--- config.mk ---
export PLATFORM = sky130hd
export DESIGN_NAME = bram_mailbox_reader
export DESIGN_NICKNAME = d
export VERILOG_FILES = /design/src/rtl/mailbox_pkg.sv /design/src/rtl/bram_mailbox_reader.sv
export SDC_FILE = /design/constraint.sdc
export NUM_CORES = 1
export LEC_CHECK = 0
export CAP_MARGIN = 20
export CORE_ASPECT_RATIO = 1.2
export CORE_MARGIN = 2
export CORE_UTILIZATION = 35
export CTS_CLUSTER_DIAMETER = 120
export DETAILED_ROUTE_END_ITERATION = 12
export DONT_BUFFER_PORTS = 1
export PLACE_DENSITY = 0.56
export SYNTH_ARGS = -nofsm -noshare
export SYNTH_HDL_FRONTEND = slang
export SYNTH_SLANG_ARGS = --single-unit
--- constraint.sdc ---
create_clock -name clk_100mhz -period 2.9 [get_ports clk_100mhz]
set_clock_uncertainty 0.2 [all_clocks]
set_input_delay 0.29 -clock clk_100mhz [delete_from_list [all_inputs] [get_ports clk_100mhz]]
set_output_delay 0.29 -clock clk_100mhz [all_outputs]
set_load 0.02 [all_outputs]
--- src/rtl/mailbox_pkg.sv ---
// Shared definitions for both ends of the 4-slot BRAM mailbox.
// The producer (port A) and the reader (port B) import the same slot layout.
package mailbox_pkg;

  localparam int SLOT_W      = 9;
  localparam int FULL_BIT    = 8;
  localparam int MBOX_ADDR_W = 2;
  localparam logic [SLOT_W-1:0] CLEAR_WORD = 9'h000;

  typedef enum logic [2:0] {
    ST_IDLE,
    ST_ISSUE,
    ST_WAIT,
    ST_CHECK,
    ST_CLEAR,
    ST_OUT,
    ST_BACKOFF
  } mbox_rd_state_t;

  function automatic logic slot_is_full(input logic [SLOT_W-1:0] word);
    return word[FULL_BIT];
  endfunction

endpackage

--- src/rtl/bram_mailbox_reader.sv ---
// Consumer end of the BRAM mailbox: polls slots in order on port B, pops and
// clears each full slot, and hands the byte out on a valid/ready stream.
module bram_mailbox_reader
  import mailbox_pkg::*;
#(
  parameter int BRAM_LAT = 2,
  parameter int POLL_GAP = 8
) (
  input  logic                   clk_100mhz,
  input  logic                   rst_n,
  input  logic                   en,
  output logic [MBOX_ADDR_W-1:0] bram_addrb,
  output logic [SLOT_W-1:0]      bram_dinb,
  output logic                   bram_web,
  input  logic [SLOT_W-1:0]      bram_doutb,
  output logic [7:0]             byte_out,
  output logic                   byte_valid,
  input  logic                   byte_ready,
  output logic [15:0]            bytes_popped
);

  localparam logic [7:0] WAIT_LOAD = 8'(BRAM_LAT - 1);
  localparam logic [7:0] GAP_LOAD  = 8'(POLL_GAP - 1);

  mbox_rd_state_t         state_q;
  mbox_rd_state_t         resume_d;
  logic [MBOX_ADDR_W-1:0] rd_ptr_q, rd_ptr_d;
  logic [7:0]             cnt_q;
  logic [7:0]             byte_q;
  logic                   valid_q;
  logic                   web_q;
  logic [15:0]            popped_q, popped_d;

  // Both pointer and counter wrap naturally at their widths.
  assign rd_ptr_d = rd_ptr_q + 1'b1;
  assign popped_d = popped_q + 16'd1;
  assign resume_d = en ? ST_ISSUE : ST_IDLE;

  always_ff @(posedge clk_100mhz or negedge rst_n) begin
    if (!rst_n) begin
      state_q  <= ST_IDLE;
      rd_ptr_q <= '0;
      cnt_q    <= '0;
      byte_q   <= '0;
      valid_q  <= 1'b0;
      web_q    <= 1'b0;
      popped_q <= '0;
    end else begin
      case (state_q)
        ST_IDLE: begin
          if (en) state_q <= ST_ISSUE;
        end
        ST_ISSUE: begin
          cnt_q   <= WAIT_LOAD;
          state_q <= (BRAM_LAT == 1) ? ST_CHECK : ST_WAIT;
        end
        ST_WAIT: begin
          // Counter reaches 0 on this cycle's decrement: data is valid next cycle.
          cnt_q <= cnt_q - 8'd1;
          if (cnt_q <= 8'd1) state_q <= ST_CHECK;
        end
        ST_CHECK: begin
          if (slot_is_full(bram_doutb)) begin
            byte_q  <= bram_doutb[FULL_BIT-1:0];
            web_q   <= 1'b1;
            state_q <= ST_CLEAR;
          end else begin
            cnt_q   <= GAP_LOAD;
            state_q <= ST_BACKOFF;
          end
        end
        ST_CLEAR: begin
          web_q   <= 1'b0;
          valid_q <= 1'b1;
          state_q <= ST_OUT;
        end
        ST_OUT: begin
          // The slot is already cleared, so the byte must leave even if en fell.
          if (byte_ready) begin
            valid_q  <= 1'b0;
            rd_ptr_q <= rd_ptr_d;
            popped_q <= popped_d;
            state_q  <= resume_d;
          end
        end
        ST_BACKOFF: begin
          if (cnt_q == 8'd0) state_q <= resume_d;
          else               cnt_q   <= cnt_q - 8'd1;
        end
        default: state_q <= ST_IDLE;
      endcase
    end
  end

  assign bram_addrb   = rd_ptr_q;
  assign bram_dinb    = CLEAR_WORD;
  assign bram_web     = web_q;
  assign byte_out     = byte_q;
  assign byte_valid   = valid_q;
  assign bytes_popped = popped_q;

endmodule

# After elaboration in Yosys (flattened, before gate mapping)
# Index checks and enable logic that the tools add are counted.
classes:
  addsub: 3
  mul: 0
  n_div: 0
  magnitude_cmp: 1
  eq_ne: 13
  shift: 0
  mux: 14
  n_bitwise: 0
  reduce_logical: 11
op_table:
  columns: ["operator", "count"]
  rows:
  - ["one-hot mux 8 bit (4 select lines)", 1]
  - ["one-hot mux 3 bit (7 select lines)", 1]
  - ["adder 16 x 1 -> 16 bit (second input constant)", 1]
  - ["two-way mux 8 bit", 2]
  - ["!= test 2 bit (second input constant)", 7]
  - ["two-way mux 3 bit", 4]
  - ["== test 3 bit (second input constant)", 3]
  - ["less-or-equal comparator 8 x 1 -> 1 bit (second input constant)", 1]
  - ["zero test 8 bit", 1]
  - ["AND reduction 2 bit", 4]
  - ["subtractor 8 x 1 -> 8 bit (second input constant)", 1]
  - ["== test 3 x 2 -> 1 bit (second input constant)", 2]
  - ["one-hot mux 1 bit (2 select lines)", 2]
  - ["AND reduction 4 bit", 1]
  - ["nonzero test 2 bit", 2]
  - ["nonzero test 4 bit", 1]
  - ["== test 3 x 1 -> 1 bit (second input constant)", 1]
  - ["zero test 3 bit", 1]
  - ["two-way mux 1 bit", 3]
  - ["AND reduction 3 bit", 1]
  - ["adder 2 x 1 -> 2 bit (second input constant)", 1]
  - ["two-way mux 2 bit", 1]
word_totals:
  ff_bits: 39
  latch_bits: 0
  ramBits: 0
  romBits: 0
  out_inout_bits: 37
  n_memories: 0

# Logic depth before layout (Yosys ltp)
# Gate-level depths: netlist (run 1).
logic_depth:
  depth_word: 3
  depth_mapped: 7
  depth_no_buf: 6

# Least setup slack after synthesis (run 1)
# No wires, ideal clock.
synth_timing:
  path_kind: "reg-to-reg"
  from: "register cnt_q[0]"
  to: "register cnt_q[6]"
  arrival_time_ns: 1.677
  required_time_ns: 2.622
  setup_slack_ns: 0.945
  stages_incl_launch_ff: 7
  cell_sequence: "dfrtp_1 inv_1 ha_1 nand2b_1 or4_1 or4_1 a21boi_1"
synth_via:
  elab_chain_cells: 3
  elab_cells_between_ends: 6
  cone_classes: "add/sub (1); eq/ne (1); mux (2); reduce/logical (2)"
synth_rtl:
  columns: ["item", "line_no", "text"]
  rows:
  - ["start, declared", "bram_mailbox_reader.sv:28", "logic [7:0] cnt_q;"]
  - ["start signal, assigned", "bram_mailbox_reader.sv:59", "cnt_q <= cnt_q - 8'd1;"]
  - ["start signal, assigned", "bram_mailbox_reader.sv:88", "else cnt_q <= cnt_q - 8'd1;"]
  - ["subtractor 8 x 1 -> 8 bit / zero test 8 bit (equally long branches)", "bram_mailbox_reader.sv:59, bram_mailbox_reader.sv:88, bram_mailbox_reader.sv:87", null]
  - ["two-way mux 8 bit / != test 2 bit (equally long branches)", null, null]
  - ["one-hot mux 8 bit (4 select lines) / AND reduction 3 bit (equally long branches)", null, null]
# Parallel ways exist; a longest one is shown, timed or not. The select of a mux whose other input is x is not followed.
# A chain may end at the register's enable or synchronous reset.

# Worst setup path in the final report (run 1)
layout_timing:
  from: "register cnt_q[6]"
  to: "register cnt_q[3]"
layout_via:
  elab_chain_cells: 3
layout_rtl:
  columns: ["item", "line_no", "text"]
  rows:
  - ["zero test 8 bit", "bram_mailbox_reader.sv:87", "if (cnt_q == 8'd0) state_q <= resume_d;"]
  - ["!= test 2 bit (no source line)", null, null]
  - ["AND reduction 3 bit (no source line)", null, null]
# No other way between the ends.

==> impl_metrics.ini, run 1 <==
[routing]
highest_layer = met4
vias = 1330
drc = 0
wl_met3_um = 248
routed_via_density = 5.096
ant_nets = 0
routed_wirelength_um = 3648
drt-met1-wl_um = 1554
drtPass1Iterations = 3
wire_per_inst_um = 13.98
routed-wl-met2_um = 1787
drt_iter0_markers = 26

[cts]
h-tree-depth = 2
cts_root_buffer = clkbuf_8
cts_buffer_depth = 2
clk_pin_slew_worst_paths_ns = 0.08
cts_buffers = 5
worstSkewPairLatency_ns = 0.29
cts_tree = done
cts_setup_buffers = 0
clock_sinks = 39

[floorplan]
initial_core_util_pct = 36.56
core_um2 = 5298
dieHeight_um = 85.49
die-area_um2 = 6148
num_rows = 29
io_pins = 50
fp.dieW_um = 71.91

[final_layout]
fillCellCount = 519
design_area_um2 = 2197
drive_above_1_share_pct = 10.05
seq_area_um2 = 975.9
final_net_count = 214
layout_common_cells = dfrtp_1, nand2_1, xnor2_1, conb_1, dlygate4sd3_1
fin_cells = 261
multi_input_area_um2 = 882.1
layout_commonest_cell = dfrtp_1
area_growth_pct = 13.44
diodes = 0

[timing]
slew_viol_final = 0
finalHoldViolations = 0
worstMarginPinSlew_ns = 0.6450
slew-limit-headroom_pct = 56.67
finalSetupViolCount = 0
finalSetupTns_ns = 0
fin_crit_ns = 2.190
rsz0062_at_grt = false
fin_crit_sh_pct = 75.51
worst_slack_ns = 0.7101
clock.fmax_mhz = 456.6

[worst_setup_path]
crit_chain = or4_4 -> nor4_4 -> or4_2 -> nand3_1
cpMaxStageDelayCell = or4_4
worstSetupPathType = reg2reg
path_max_fanout = 13
start_kind = register
slowest_delay_ns = 0.58
worstPathArrival_ns = 2.16
setup.worst_path.end_class = register
crit_required_ns = 2.87

[placement]
portBuffers = 0
pre_cts_ws_ns = 0.7144
dpl-instance-area_um2 = 1951
dpl.hpwl_um = 2504
place_congestion = 0.7203
dp_cells = 243

[power]
power_density_nw_per_um2 = 963.2
vdd_drop_max_mv = 0.6079
total_power_mw = 2.116
p_leak_nw = 1.007

[grt]
grt.overflow.total = 0
antenna_found_initial = 0
grt_pass1_wl_um = 6113
grt_max_degree = 40
grt_pass1_vias = 1376
grt_usage_pct = 12.68

[synth]
postSynthCellCount = 187
synth_seq_cells = 39
synth_warnings = 0
synth.distinct_cells = 43
synthArstFlopShare_pct = 100.0
ys_seq_area_share_pct = 50.39
synth_ff_type = dfrtp_1
synth-edff-count = 0
syn_area_um2 = 1937
synth.avg_cell_area_um2 = 10.36

[worst_hold_path]
hold_path.class = in2reg

[job]
maxCapViolCount = 0

[outcome]
status = complete, no violations
==> cell type report <==
type	instances	share of cell area, %
sequential	39	44.42
multi-input combinational	138	40.15
timing repair buffer	10	5.011
tap	62	3.531
clock buffer	5	3.132
clock inverter	3	3.075
inverter	4	0.6834
==> synthesized netlist by cell type, types with 3 or more instances <==
cell / n / area, um2
dfrtp_1: 39 / 975.9
nand2_1: 38 / 142.6
xnor2_1: 13 / 113.9
buf_4: 10 / 75.07
nand2b_1: 6 / 37.54
nand3_1: 6 / 30.03
nor2b_1: 5 / 31.28
o21ai_0: 5 / 25.02
inv_1: 4 / 15.01
xor2_1: 4 / 35.03
a21oi_1: 3 / 15.01
and3_1: 3 / 18.77
and4_1: 3 / 26.28
buf_2: 3 / 15.01
ha_1: 3 / 37.54
nor2_1: 3 / 11.26
o31ai_1: 3 / 22.52
or4_1: 3 / 22.52
==> state kept, by name, summed over array words and instances (netlist names) <==
name / cells
bram_web: 1
bytes_popped: 16
state_q: 3
byte_valid: 1
cnt_q: 8
bram_addrb: 2
byte_out: 8
==> per-layer routing <==
layer  vias to the layer above  global-route usage [%]
met3                         6                   5.170
met5                         -                       0
met2                        42                   21.46
met4                         0                   4.631
li1                        646                       -
met1                       636                   14.29
==> final timing paths <==
check                                start                to  slack, ns  depth (start not counted)
worst max-delay path              cnt_q[6]          cnt_q[3]       0.71                          4
worst min-delay path            byte_ready        byte_valid       0.02                          3
worst max register to register    cnt_q[6]          cnt_q[3]       0.71                          4
worst min register to register    cnt_q[0]          cnt_q[0]       0.35                          1
max in group asynchronous            rst_n        state_q[2]       2.05                          2
min in group asynchronous            rst_n  bytes_popped[10]       0.24                          2
==> timing repair <==
action,CTS,global route
endpoints found under the hold margin,47,0
endpoints found under the setup margin,0,0
resized for setup,0,0
hold buffers,10,0
==> power breakdown <==
part,internal [mW],total (mW),switching (mW),leakage (nW)
Sequential,0.702,1.00,0.298,0.506
Clock,0.343,0.541,0.197,0.0644
Combinational,0.265,0.576,0.311,0.436
Total,1.31,2.12,0.807,1.01
==> metrics by stage <==
| stage | utilization (%) | hold WS [ns] |
|---|---|---|
| floorplan | - | -0.2056 |
| global placement | 36.82 | -0.2041 |
| detailed placement | 36.82 | -0.2040 |
| CTS | 41.47 | 0.01573 |
| global route | 41.47 | 0.03531 |
| finish | 41.47 | 0.02357 |
==> cell families after synthesis <==
logic type | Yosys count | share of synthesized area (%)
other cells | 1 | 0.1936
xor+xnor | 17 | 7.687
mux | 3 | 1.615
simple gates | 84 | 25.19
flops | 39 | 50.39
buf+inv | 18 | 5.619
compound gates | 22 | 7.363
fa+ha+maj | 3 | 1.938
==> worst max-delay path, delay by kind of cell (launching register included) <==
kind             cells  cell delay [ns]
AND/OR/NAND/NOR      4             1.47
flip-flops           1             0.40
Power figures use the tool's default switching activity.
==> run 2, diff against run 1 <==
- clock period: 2.9 -> 2.2 ns (I/O delays scaled with it)
==> run 2 against run 1 <==
  * Power is 26% higher
  * Setup slack worse by 0.55 ns
  * Flip-flop and latch count stayed put
  * Critical path depth is 2 higher
  * Clock power is 6.5% higher
  * Sequential share of layout area is 0.28 points lower
  * Sequential power is 31% higher
  * Worst hold slack worse by 0.010 ns
  * Global-route usage is 0.26 points lower
  * Wire length is 3.1% lower
  * Combinational power is 36% higher
  * Largest power group unchanged
==> impl_metrics.ini, run 2 (synthesized netlist as in run 1, its figures left out) <==
[outcome]
status = complete, no violations

[placement]
dpl-instance-area_um2 = 1981
dpl.hpwl_um = 2439
place_congestion = 0.7714
pre_cts_ws_ns = 0.1400
dp_cells = 247
portBuffers = 0

[grt]
grt_usage_pct = 12.42
grt_max_degree = 40
grt_pass1_wl_um = 6147
grt_pass1_vias = 1305
antenna_found_initial = 0
grt.overflow.total = 0

[worst_setup_path]
start_kind = register
crit_required_ns = 2.22
worstPathArrival_ns = 2.05
crit_top_cell = or4_1
cpMaxStageDelayCell = dfrtp_1
cpLargestDelayFamily = simple AND/OR/NAND/NOR gates
slowest_delay_ns = 0.42
path_max_fanout = 5
crit_chain = inv_1 -> ha_1 -> nand2b_4 -> or4_1 -> or4_1 -> a21boi_1
worstSetupPathType = reg2reg
cp.buffers_inverters = 1
setup.worst_path.end_class = register

[final_layout]
multi_input_area_um2 = 889.6
seq_area_um2 = 975.9
fin_cells = 265
area_growth_pct = 14.15
fillCellCount = 518
layout_common_cells = dfrtp_1, nand2_1, xnor2_1, dlygate4sd3_1, conb_1
diodes = 0
largest_reg_flops = 16
drive_above_1_share_pct = 11.33
layout_commonest_cell = dfrtp_1
final_util_pct = 41.73
final_net_count = 219
design_area_um2 = 2211

[floorplan]
num_rows = 29
fp.dieW_um = 71.91
initial_core_util_pct = 36.56
die-area_um2 = 6148
io_pins = 50
core_um2 = 5298
dieHeight_um = 85.49

[power]
vdd_drop_max_mv = 0.5948
power_density_nw_per_um2 = 1209
p_leak_nw = 1.024
total_power_mw = 2.674

[timing]
finalHoldViolations = 0
rsz0062_at_grt = false
worst_slack_ns = 0.1640
slew-limit-headroom_pct = 66.22
fin_crit_ns = 2.036
finalSetupViolCount = 0
finalSetupTns_ns = 0
fin_crit_sh_pct = 92.55
worstMarginPinSlew_ns = 0.5056
slew_viol_final = 0
clock.fmax_mhz = 491.1
whs_ns = 0.01334

[cts]
cts_root_buffer = clkbuf_8
cts_tree = done
worstSkewPairLatency_ns = 0.29
clock_sinks = 39
clk_pin_slew_worst_paths_ns = 0.08
cts_buffer_depth = 2
cts_setup_buffers = 0
h-tree-depth = 2
cts_buffers = 5

[routing]
drtPass1Iterations = 4
routed_via_density = 5.083
drt_iter0_markers = 63
vias = 1347
routed_wirelength_um = 3535
ant_nets = 0
drc = 0
wire_per_inst_um = 13.34

[job]
maxCapViolCount = 0

[worst_hold_path]
hold_path.class = in2reg
run 2: cell types whose count changed in the layout (fill, tap and decap cells not counted), sizes merged:
cell / delta
clkbuf: +1
buf: +4
clkinvlp: -1
bufinv: -1
dlygate4sd3: +1
run 2: cell type report:
class | instances | share of cell area [%]
inverter | 4 | 0.6791
multi-input combinational | 138 | 40.24
timing repair buffer | 15 | 6.791
clock inverter | 1 | 1.358
sequential | 39 | 44.14
clock buffer | 6 | 3.282
tap | 62 | 3.509
run 2: final timing paths:
| check | slack, ns | from | to | cells past startpoint |
|---|---|---|---|---|
| worst max-delay path | 0.16 | cnt_q[0] | cnt_q[6] | 6 |
| worst min-delay path | 0.01 | byte_ready | bram_addrb[0] | 2 |
| worst max register to register | 0.16 | cnt_q[0] | cnt_q[6] | 6 |
| worst min register to register | 0.35 | cnt_q[0] | cnt_q[0] | 1 |
| max in group asynchronous | 1.41 | rst_n | bytes_popped[14] | 2 |
| min in group asynchronous | 0.20 | rst_n | cnt_q[3] | 2 |
run 2: what timing repair did:
action,CTS,global route
hold endpoints to repair,50,0
endpoints found under the setup margin,0,1
resized for setup,0,1
hold buffers,11,0
run 2: report_power, final:
group          leakage [nW]  internal [mW]  total, mW  switching (mW)
clock                0.0513          0.333      0.576           0.243
combinational         0.467          0.380      0.784           0.405
sequential            0.506          0.925       1.31           0.388
run 2: per-layer routing:
| metal | vias to the layer above | part of all wire [%] | GRT usage (%) | routed length, um |
|---|---|---|---|---|
| li1 | 654 | - | - | - |
| met3 | 4 | 6.4 | 4.818 | 227 |
| met1 | 646 | 43 | 15.22 | 1535 |
| met4 | 0 | 0.68 | 3.602 | 24 |
| met5 | - | 0 | 0 | 0 |
| met2 | 43 | 49 | 20.29 | 1747 |
==> run 3, diff against run 2 <==
- PLACE_DENSITY: 0.56 -> unset
- PLACE_DENSITY_LB_ADDON: unset -> 0.3
==> run 3 against run 2 <==
  * Global-route usage increased by 1.3 points
  * Via count increased by 3.0%
  * Critical endpoint unchanged
  * Largest power group unchanged
  * Sequential share of layout area decreased by 0.54 points
  * First-iteration DRC count decreased by 65%
  * Die area unchanged
  * Largest cell class unchanged
  * Sequential power about the same
  * Core utilization increased by 0.52 points
  * Clock power increased by 3.8%
==> impl_metrics.ini, run 3 (synthesized netlist as in run 1, its figures left out) <==
[outcome]
status = complete, no violations

[grt]
met3_usage_pct = 2.820
grt_pass1_vias = 1408
grt_pass1_wl_um = 6568
top_usage_layer = met2
use_met2_pct = 23.48
grt_usage_pct = 13.72
grt_max_degree = 40
grt.overflow.total = 0
use_met1_pct = 16.04
antenna_found_initial = 0

[cts]
cts_tree = done
cts_buffer_depth = 2
cts_root_buffer = clkbuf_8
worstSkewPairLatency_ns = 0.29
cts_buffers = 5
h-tree-depth = 2
clk_pin_slew_worst_paths_ns = 0.08
clock_sinks = 39

[final_layout]
layout_common_cells = dfrtp_1, nand2_1, xnor2_1, dlygate4sd3_1, conb_1
fin_cells = 268
design_area_um2 = 2238
area_growth_pct = 15.57
largest_reg_flops = 16
drive_above_1_share_pct = 13.59
final_net_count = 221
diodes = 0
final_util_pct = 42.25
layout_commonest_cell = dfrtp_1

[timing]
fin_crit_ns = 2.033
finalSetupViolCount = 0
worst_slack_ns = 0.1672
finalHoldViolations = 0
finalSetupTns_ns = 0
slew_viol_final = 0
clock.fmax_mhz = 491.9
fin_crit_sh_pct = 92.40
worstMarginPinSlew_ns = 0.5405
whs_ns = 0.01725
rsz0062_at_grt = false
slew-limit-headroom_pct = 63.49

[placement]
place_congestion = 0.7587
dp_cells = 249
pre_cts_ws_ns = 0.1452
portBuffers = 0
dpl.hpwl_um = 2557
dpl-instance-area_um2 = 1996

[worst_setup_path]
setup.worst_path.end_class = register
start_kind = register
cpMaxStageDelayCell = dfrtp_1
crit_chain = inv_1 -> ha_2 -> nand2b_4 -> or4_1 -> or4_1 -> a21boi_1
worstSetupPathType = reg2reg
worstPathArrival_ns = 2.05
slowest_delay_ns = 0.42
crit_required_ns = 2.22
r2r_slack_ns = 0.17
path_max_fanout = 5
crit_top_cell = or4_1

[floorplan]
fp.dieW_um = 71.91
dieHeight_um = 85.49
initial_core_util_pct = 36.56
core_um2 = 5298
num_rows = 29
io_pins = 50
die-area_um2 = 6148

[power]
vdd_drop_max_mv = 0.6161
power_density_nw_per_um2 = 1223
total_power_mw = 2.738
p_leak_nw = 1.039

[job]
maxCapViolCount = 0

[routing]
routed_via_density = 5.179
drc = 0
drtPass1Iterations = 4
wire_per_inst_um = 14.32
vias = 1388
drt_iter0_markers = 22
routed_wirelength_um = 3838
ant_nets = 0

[worst_hold_path]
hold_path.class = in2reg
==> run 3: worst paths after layout <==
check,depth (start not counted),endpoint,from
setup / recovery,6,cnt_q[6],cnt_q[0]
hold / removal,4,bram_web,bram_doutb[8]
setup reg to reg,6,cnt_q[6],cnt_q[0]
hold reg to reg,1,cnt_q[0],cnt_q[0]
max in group asynchronous,2,bytes_popped[7],rst_n
min in group asynchronous,2,cnt_q[7],rst_n
==> run 3: report_power, final <==
group          leakage, nW  switching, mW  internal [mW]
Sequential           0.506          0.389          0.925
Combinational        0.475          0.437          0.389
Clock               0.0581          0.261          0.338
==> run 3: area by class of cell <==
| class | instances | area [um2] |
|---|---|---|
| Tap cell | 62 | 77.57 |
| Clock inverter | 3 | 43.79 |
| Multi-Input combinational cell | 138 | 892.1 |
| Clock buffer | 5 | 68.82 |
| Fill cell | 544 | 3059 |
| Timing Repair Buffer | 17 | 165.2 |
| Sequential cell | 39 | 975.9 |
| Inverter | 4 | 15.01 |
==> run 3: repair_timing <==
item / 4_1_cts / 5_1_grt
buffers inserted: 0 / 0
resized for setup: 0 / 2
hold endpoints to repair: 50 / 0
endpoints found under the setup margin: 0 / 1
hold buffers: 11 / 0
==> run 3: metal layers <==
metal  wire, um  part of all wire [%]  vias up
li1           -                     -      659
met1       1574                    41      702
met2       2068                    54       23
met3        111                   2.9        4
met4         84                   2.2        0
met5          0                     0        -
==> run 3: worst max-delay path: cells and delay by family (launching register included) <==
family | cells | cell delay [ns]
adder cells (fa/ha/maj) | 1 | 0.21
AND/OR/NAND/NOR | 3 | 0.91
buffers and inverters | 1 | 0.07
AO/OA/AOI/OAI | 1 | 0.15
flip-flops | 1 | 0.42
